==> src/rtl/mem_access_pkg.sv <==
// mem_access_pkg: shared types, constants and op-decode helpers for the MEM stage
package mem_access_pkg;
  typedef logic [31:0] Word_t;
  typedef logic [4:0] Reg_addr_t;
  typedef logic Bit_t;
  localparam Bit_t ENABLE = 1'b1;
  localparam Bit_t DISABLE = 1'b0;
  localparam Word_t ZERO_WORD = 32'h0000_0000;
  localparam Reg_addr_t REG_ZERO = 5'd0;
  typedef enum logic [3:0] {NOP, LB, LBU, LH, LHU, LW, SB, SH, SW} Mem_op_t;
  typedef enum logic [1:0] {IDLE, WAIT, DONE, DRAIN} MEM_STATE_t;
  function automatic Bit_t is_load(Mem_op_t op);
    return op inside {LB, LBU, LH, LHU, LW};
  endfunction
  function automatic Bit_t is_store(Mem_op_t op);
    return op inside {SB, SH, SW};
  endfunction
  function automatic Bit_t misaligned(Mem_op_t op, logic [1:0] a);
    return (op inside {LH, LHU, SH} && a[0]) || (op inside {LW, SW} && a != 2'b00);
  endfunction
endpackage

==> src/rtl/mem_access_align.sv <==
// mem_access_align: byte-enable and store-lane generation, load lane extract and extension
module mem_access_align
  import mem_access_pkg::*;
(
  input  Mem_op_t     op,
  input  logic [1:0]  lane,
  input  Word_t       sdata,
  input  Word_t       rdata,
  output logic [3:0]  be,
  output Word_t       wdata,
  output Word_t       ldata
);
  logic [7:0] b;
  logic [15:0] h;
  always_comb begin
    b = rdata[{lane, 3'b000} +: 8];
    h = lane[1] ? rdata[31:16] : rdata[15:0];
    be = op inside {LB, LBU, SB} ? 4'b0001 << lane :
         op inside {LH, LHU, SH} ? (lane[1] ? 4'b1100 : 4'b0011) :
         op == NOP ? 4'b0000 : 4'b1111;
    wdata = op == SB ? {4{sdata[7:0]}} : op == SH ? {2{sdata[15:0]}} : sdata;
    ldata = op == LB ? {{24{b[7]}}, b} :
            op == LBU ? {24'h0, b} :
            op == LH ? {{16{h[15]}}, h} :
            op == LHU ? {16'h0, h} : rdata;
  end
endmodule

==> src/rtl/mem_access.sv <==
// mem_access: MEM pipeline stage performing aligned loads/stores on a req/ack data bus
module mem_access
  import mem_access_pkg::*;
(
  input  logic        clk,
  input  logic        rst,
  input  logic        flush,
  input  Mem_op_t     ex_mem_op,
  input  Word_t       ex_mem_addr,
  input  Word_t       ex_mem_sdata,
  input  Bit_t        ex_wreg_write,
  input  Reg_addr_t   ex_wreg_addr,
  input  Word_t       ex_wreg_data,
  output Bit_t        mem_wreg_write,
  output Reg_addr_t   mem_wreg_addr,
  output Word_t       mem_wreg_data,
  output Bit_t        stall_req,
  output Bit_t        exc_adel,
  output Bit_t        exc_ades,
  output Word_t       bad_vaddr,
  output Bit_t        bus_req,
  output Bit_t        bus_we,
  output Word_t       bus_addr,
  output logic [3:0]  bus_be,
  output Word_t       bus_wdata,
  input  Word_t       bus_rdata,
  input  Bit_t        bus_ack
);
  MEM_STATE_t state_q, state_d;
  Word_t load_buf_q, load_buf_d;
  Bit_t req_we_q;
  Word_t req_addr_q, req_wdata_q;
  logic [3:0] req_be_q;
  logic [3:0] be;
  Word_t wdata, ldata;
  Bit_t ld, st, mis, acc, hold;
  mem_access_align u_align (
    .op    (ex_mem_op),
    .lane  (ex_mem_addr[1:0]),
    .sdata (ex_mem_sdata),
    .rdata (bus_rdata),
    .be    (be),
    .wdata (wdata),
    .ldata (ldata)
  );
  always_comb begin
    ld = is_load(ex_mem_op);
    st = is_store(ex_mem_op);
    mis = misaligned(ex_mem_op, ex_mem_addr[1:0]);
    acc = (ld || st) && !mis && !flush;
    hold = state_q == WAIT || state_q == DRAIN;
    state_d = state_q;
    load_buf_d = load_buf_q;
    bus_req = DISABLE;
    stall_req = DISABLE;
    exc_adel = DISABLE;
    exc_ades = DISABLE;
    bad_vaddr = ex_mem_addr;
    mem_wreg_write = DISABLE;
    mem_wreg_data = ex_wreg_data;
    case (state_q)
      IDLE: begin
        exc_adel = ld && mis;
        exc_ades = st && mis;
        bus_req = acc;
        stall_req = acc;
        mem_wreg_write = ex_wreg_write && !ld && !st && !flush;
        if (acc) begin
          state_d = bus_ack ? DONE : WAIT;
          load_buf_d = bus_ack ? ldata : load_buf_q;
        end
      end
      WAIT: begin
        bus_req = ENABLE;
        stall_req = ENABLE;
        if (bus_ack) begin
          load_buf_d = ldata;
          state_d = flush ? IDLE : DONE;
        end else if (flush) begin
          state_d = DRAIN;
        end
      end
      DONE: begin
        mem_wreg_write = ld && ex_wreg_write && !flush;
        mem_wreg_data = ld ? load_buf_q : ex_wreg_data;
        state_d = IDLE;
      end
      default: begin
        bus_req = ENABLE;
        stall_req = ENABLE;
        state_d = bus_ack ? IDLE : DRAIN;
      end
    endcase
    if (rst) begin
      bus_req = DISABLE;
      stall_req = DISABLE;
      exc_adel = DISABLE;
      exc_ades = DISABLE;
      mem_wreg_write = DISABLE;
    end
    mem_wreg_addr = mem_wreg_write ? ex_wreg_addr : REG_ZERO;
    bus_we = bus_req && (hold ? req_we_q : st);
    bus_addr = hold ? req_addr_q : {ex_mem_addr[31:2], 2'b00};
    bus_be = bus_req ? (hold ? req_be_q : be) : 4'b0000;
    bus_wdata = hold ? req_wdata_q : wdata;
  end
  always_ff @(posedge clk) begin
    if (rst) begin
      state_q <= IDLE;
      load_buf_q <= ZERO_WORD;
      req_we_q <= DISABLE;
      req_addr_q <= ZERO_WORD;
      req_be_q <= 4'b0000;
      req_wdata_q <= ZERO_WORD;
    end else begin
      state_q <= state_d;
      load_buf_q <= load_buf_d;
      if (state_q == IDLE) begin
        req_we_q <= st;
        req_addr_q <= {ex_mem_addr[31:2], 2'b00};
        req_be_q <= be;
        req_wdata_q <= wdata;
      end
    end
  end
endmodule

==> config.mk <==
export PLATFORM = sky130hd
export DESIGN_NAME = mem_access
export DESIGN_NICKNAME = d
export VERILOG_FILES = /design/src/rtl/mem_access_pkg.sv /design/src/rtl/mem_access_align.sv /design/src/rtl/mem_access.sv
export SDC_FILE = /design/constraint.sdc
export NUM_CORES = 1
export LEC_CHECK = 0
export BUFFER_PORTS_ARGS = -buffer_cell sky130_fd_sc_hd__buf_2
export CAP_MARGIN = 20
export CORE_UTILIZATION = 50
export CTS_BUF_LIST = sky130_fd_sc_hd__clkbuf_8
export CTS_CLUSTER_SIZE = 24
export DETAILED_ROUTE_END_ITERATION = 10
export PLACE_DENSITY = 0.92
export SETUP_SLACK_MARGIN = 0.5
export SLEW_MARGIN = 20
export SYNTH_ARGS = -nofsm -noshare
export SYNTH_HDL_FRONTEND = slang
export SYNTH_SLANG_ARGS = --single-unit
export TNS_END_PERCENT = 10
==> constraint.sdc <==
create_clock -name clk -period 2.9 [get_ports clk]
set_input_delay 0.145 -clock clk [delete_from_list [all_inputs] [get_ports clk]]
set_output_delay 0.145 -clock clk [all_outputs]
set_load 0.05 [all_outputs]
**After elaboration in Yosys (flattened, before gate mapping)**

Cells that the tools add are included.

- Eq/ne operators: 13
- Shift operators: 2
- Mux-type cells: 37
- Reductions and logical operators: 30

Operators by type and width:

| cell | number |
|---|---|
| 32-bit 2-to-1 mux | 12 |
| 32-bit case mux with 2 select lines | 1 |
| 32-bit by 6-bit indexed part select with 8-bit output | 1 |
| 4-bit 2-to-1 mux | 6 |
| 4-bit by 3-bit == test with 1-bit output, second input constant | 4 |
| 16-bit 2-to-1 mux | 1 |
| 1-bit logical AND | 12 |
| 2-bit 2-to-1 mux | 6 |
| 3-bit nonzero test | 3 |
| 4-bit by 2-bit == test with 1-bit output, second input constant | 2 |
| 1-bit 2-to-1 mux | 7 |
| 2-bit case mux with 3 select lines | 1 |
| 2-bit nonzero test | 3 |
| 5-bit 2-to-1 mux | 1 |
| 5-bit nonzero test | 1 |
| 2-bit == test, second input constant | 2 |
| 4-bit by 1-bit == test with 1-bit output, second input constant | 1 |
| 4-bit == test, second input constant | 1 |
| 1-bit logical NOT | 4 |
| 4-bit logical NOT | 1 |
| 1-bit case mux with 2 select lines | 2 |
| 2-bit AND reduction | 2 |
| 1-bit by 2-bit left shift with 4-bit output, first input constant | 1 |
| 1-bit logical OR | 3 |
| other kinds (4) | 4 |

- Register bits after elaboration: 101
- Input bits: 142
- Output and inout bits: 143
- Word-level logic and storage cells: 88

**Depth between registers and ports, before layout**

- Depth after elaboration: 10
- Gate-level depth with buffers: 9
- Mapped depth without buffers: 5

**Cells and area by module**

Synthesis repeated with hierarchy kept, for this count alone.

- Cell total of the unflattened synthesis: 954
- Area total of the unflattened synthesis: 7,638.6 µm²

By module, submodules not included:

| module | times used | cells an instance | area each (µm²) | sequential area each (µm²) |
|---|---|---|---|---|
| mem_access | 1 | 721 | 5,935.7 | 2,021.9 |
| mem_access_align | 1 | 233 | 1,702.9 | 0.0 |

**Least setup slack after synthesis**

No wires, ideal clock.

- Kind: input port to output port
- From: input port ex_mem_op[0]
- To: output port exc_adel
- Arrival: 3,639 ps
- Data required time: 2,755 ps
- Slack: -884 ps
- Stages: 6
- Buffers on the path: 2
- Path through: buf_4 > or4b_4 > buf_6 > o22ai_1 > nand3_1 > a2111oi_0

- Word-level cells in the longest chain between the ends: 7
- Elaborated cells on any way between the ends: 16
- Classes of those cells: eq/ne (7); mux (2); reduce/logical (7)

Ends and longest elaborated chain:

| what | RTL line | RTL |
|---|---|---|
| start: declaration | mem_access.sv:8 | `input Mem_op_t ex_mem_op,` |
| 4-bit by 2-bit == test with 1-bit output, or another cell as far along | mem_access_pkg.sv:13, mem_access_pkg.sv:19 |  |
| 3-bit nonzero test / 2-bit nonzero test (equally long branches) | mem_access_pkg.sv:19 | `return (op inside {LH, LHU, SH} && a[0]) \|\| (op inside {LW, SW} && a != 2'b00);` |
| 1-bit logical AND | mem_access_pkg.sv:19 |  |
| 1-bit logical OR | mem_access_pkg.sv:19 |  |
| 1-bit logical AND * | mem_access.sv:63 | `exc_adel = ld && mis;` |
| 1-bit 2-to-1 mux * | mem_access.sv:61 | `case (state_q)` |
| 1-bit 2-to-1 mux * | mem_access.sv:94 | `if (rst) begin` |
| end: declaration | mem_access.sv:18 | `output Bit_t exc_adel,` |

Every way passes the cells marked *; elsewhere a longest branch is shown, timed or not.

**Worst setup path in the final report**

- From: input port ex_mem_op[1]
- To: output port bus_wdata[13]

- Word-level cells in the longest chain between the ends: 3

Ends and longest elaborated chain:

| what | RTL line | RTL |
|---|---|---|
| 4-bit by 3-bit == test with 1-bit output | mem_access_align.sv:21 | `wdata = op == SB ? {4{sdata[7:0]}} : op == SH ? {2{sdata[15:0]}} : sdata;` |
| 32-bit 2-to-1 mux | mem_access_align.sv:21 |  |
| 32-bit 2-to-1 mux | mem_access.sv:105 | `bus_wdata = hold ? req_wdata_q : wdata;` |
| end: declaration | mem_access.sv:25 | `output Word_t bus_wdata,` |

Every way passes these cells.

==> metrics.md <==
| Metric | Value |
|---|---|
| Cell Rows | around 40 |
| # Post-CTS Setup Buffers | 0 |
| Vias | approximately 6900 |
| Hold crit path type | in2reg |
| Top cell type by total area after synthesis | dfxtp_1 |
| Routability cong. | 0.862 |
| Cells after Synth | just over 800 |
| Synth cell types | between 40 and 50 |
| Vias in the first global route | approximately 6200 |
| Slowest Stage Delay on Critical Path | roughly 360 ps |
| Final worst slack | 606 ps |
| Primary FF master, synth | dfxtp_1 |
| Worst vdd ir | between 400 and 500 uV |
| 1st-pass router iterations | 6 |
| Total grt overflow | 0 |
| H-Tree Depth | 3 |
| Dpl ws | around 460 ps |
| TritonCTS buffer count | 9 |
| RSZ-0062 raised after global routing | true |
| Slew Limit Headroom | 27.3% |
| Synthesized flop and latch total | 101 |
| Worst-Margin Slew | roughly 1100 ps |
| Synthesized cell area | ~6600 um2 |
| Drt wl/cell | roughly 17 um |
| Slowest CP cell | mux2_2 |
| Peak Freq | ~0.44 GHz |
| Clk buf depth | 2 |
| Worst-Skew Late Latency | 400 ps |
| CTS clk-pin slew, worst paths | roughly 100 ps |
| Startpoint class of the critical path | input port |
| Endpoints failing setup | 0 |
| Sw Ratio | between 30% and 40% |
| Max FO, Critical Path | 21 |
| Num ports | between 200 and 300 |
| Slew Limit Fails | 0 |
| Average cell area after synthesis | 8.06 um2 |
| Post-Place Cell Area | approximately 7800 um2 |
| Final net count | between 1000 and 1500 |
| Tot GR Track Use | roughly 30% |
| Die Footprint | approximately 14000 um2 |
| Max Cap Viol | 0 |
| Synth cell count leaders | 180 x nand2_1, 101 x dfxtp_1, 86 x mux2_2 |
| Clk sinks | approximately 100 |
| Clock Tree Root | clkbuf_8 |
| Crit path buffers/inverters | 4 |
| Initial antenna violation count | 1 |
| Design Power | approximately 0.0038 W |
| Leakage power | 3.84 nW |
| Post-synth ARST share | 0% |
| Synth top area share | 30.5% |
| Status | finished clean |
| Vias/cell | between 5 and 6 |
| FF-to-FF setup slack | between 800 and 900 ps |
| Sequential cell area fraction in the yosys report | between 30% and 40% |
| Combinational Power Share | a little over a third |
| CTS tree | built |
| TNS Setup | 0 ps |
| Crit path max-delay family | buffers and inverters |
| Critical Path AT | roughly 2200 ps |
| First-pass GRT wire length | between 30000 and 40000 um |
| Pint | ~0.0023 W |
| Net Sw Power | ~0.0015 W |
| Min Tclk post-route | 2290 ps |
| Synth area leaders | dfxtp_1 31%, mux2_2 15%, nand2_1 10% |
| Final period util | between 70% and 80% |
| Core area | 12800 um2 |
| Sequential share of power | 40.9% |
| Die width | around 120 um |
| Clock Power Share | 24.0% |
| Antenna-violating nets left | 0 |
| CP endpoint kind | output port |
| Yosys warns | 0 |
| Share of post-route cells with drive strength above 1 | between 40% and 50% |
| Routed Wire Length | ~21000 um |
| Die height | 117 um |
| Crit Path Category | in2out |
| Number of flops mapped to enable cells by yosys | 0 |
| Clock Skews | about 15 ps |
| Final instance area | just over 8000 um2 |
| Cell Pwr Density | about 450 nW/um2 |
| Fin. Hold Viols | 0 |
| Inst Count DP | 1184 |
| DRT iter0 DRCs | between 500 and 600 |
| P&R area growth vs syn | 25.3% |
| Port buffer count | about 280 |
| Layout Cells excl Fill | 1228 |
| Data required time of the critical path | around 2800 ps |
| Initial Util | between 50% and 60% |
| Most common cell in the netlist | nand2_1 |
| DRC Markers | 0 |
| Crit-path cells | buf_2 -> buf_4 -> nand3b_1 -> nor2_1 -> buf_4 -> mux2_2 -> mux2_2 -> buf_2 |
| Largest net degree at the start of global routing | between 80 and 90 |
| DP HPWL | approximately 15000 um |
area by class of cell:
class,instances,area (um2)
Tap cell,172,215
Clock buffer,10,138
Sequential cell,101,2030
Clock inverter,6,58.8
Multi-Input combinational cell,581,3890
Antenna cell,1,2.50
Timing Repair Buffer,326,1850
Fill cell,985,4470
Inverter,31,116
kinds of logic after synthesis:
| kind of cell | share of synthesized area [%] |
|---|---|
| flops | 30.5 |
| compound gates | 21.2 |
| simple gates | 17.1 |
| xor+xnor | 0.132 |
| buf+inv | 11.0 |
| other cells | 0.0566 |
| mux | 19.9 |
state kept, by name, summed over array words and instances (netlist names):
signal / flops
load_buf_q: 32
req_wdata_q: 32
req_addr_q: 30
req_be_q: 4
state_q: 2
req_we_q: 1
worst min-delay path: stages:
cell and delay, ps:
buf_2 110, nand2_1 50, a21oi_1 60
placed cells by master (no fill, tap or decap), drive strengths merged, types with 3 or more instances in the layout:
cell type | Yosys | routed
mux2i | 17 | 17
a22oi | 16 | 16
a221oi | 24 | 24
buf | 53 | 297
or3 | 3 | 3
a2111oi | 10 | 10
mux4 | 8 | 8
nand2 | 180 | 180
mux2 | 86 | 86
a21oi | 67 | 67
nor3 | 13 | 13
clkbuf | 57 | 12
dfxtp | 101 | 101
a31o | 8 | 8
nand3b | 3 | 3
clkinv | 0 | 5
and2 | 13 | 13
a211oi | 6 | 6
o21ai | 54 | 54
inv | 31 | 32
nor2 | 43 | 43
dlygate4sd3 | 0 | 27
final timing paths:
path	depth (start not counted)	end	from
setup / recovery	8	bus_wdata[13]	ex_mem_op[1]
hold / removal	3	req_addr_q[2]	ex_mem_addr[2]
setup reg to reg	5	load_buf_q[16]	state_q[0]
hold reg to reg	2	req_addr_q[4]	req_addr_q[4]
routing by layer:
layer,up-vias,wire length (um),global-route usage (%)
li1,3276,-,-
met1,3178,7830,31.9
met2,385,10400,53.0
met3,66,1950,9.06
met4,0,883,14.8
met5,-,0,0
power by group through the flow:
| stage | clock [W] | sequential [W] | combinational, W |
|---|---|---|---|
| 2_1_floorplan | 0 | 0.00154 | 0.000978 |
| 3_3_place_gp | 0 | 0.00156 | 0.00125 |
| 3_5_place_dp | 0 | 0.00156 | 0.00127 |
| 4_1_cts | 0.000918 | 0.00153 | 0.00130 |
| 5_1_grt | 0.000971 | 0.00155 | 0.00140 |
| 6_report | 0.000900 | 0.00153 | 0.00132 |
metrics by stage:
| stage | utilization, % | hold WS [ps] |
|---|---|---|
| floorplan | - | 217 |
| global placement | 61.1 | 348 |
| detailed placement | 61.1 | 347 |
| CTS | 64.8 | 1.57 |
| global route | 65.0 | 3.69 |
| finish | 65.0 | 16.1 |
timing repair:
action | in CTS | in global routing
pin swaps | 0 | 0
gates resized for setup | 2 | 5
endpoints found under the hold margin | 26 | 1
hold buffers | 26 | 1
gates cloned | 0 | 0
setup endpoints to repair | 9 | 34
(Power assumes the default switching activity.)
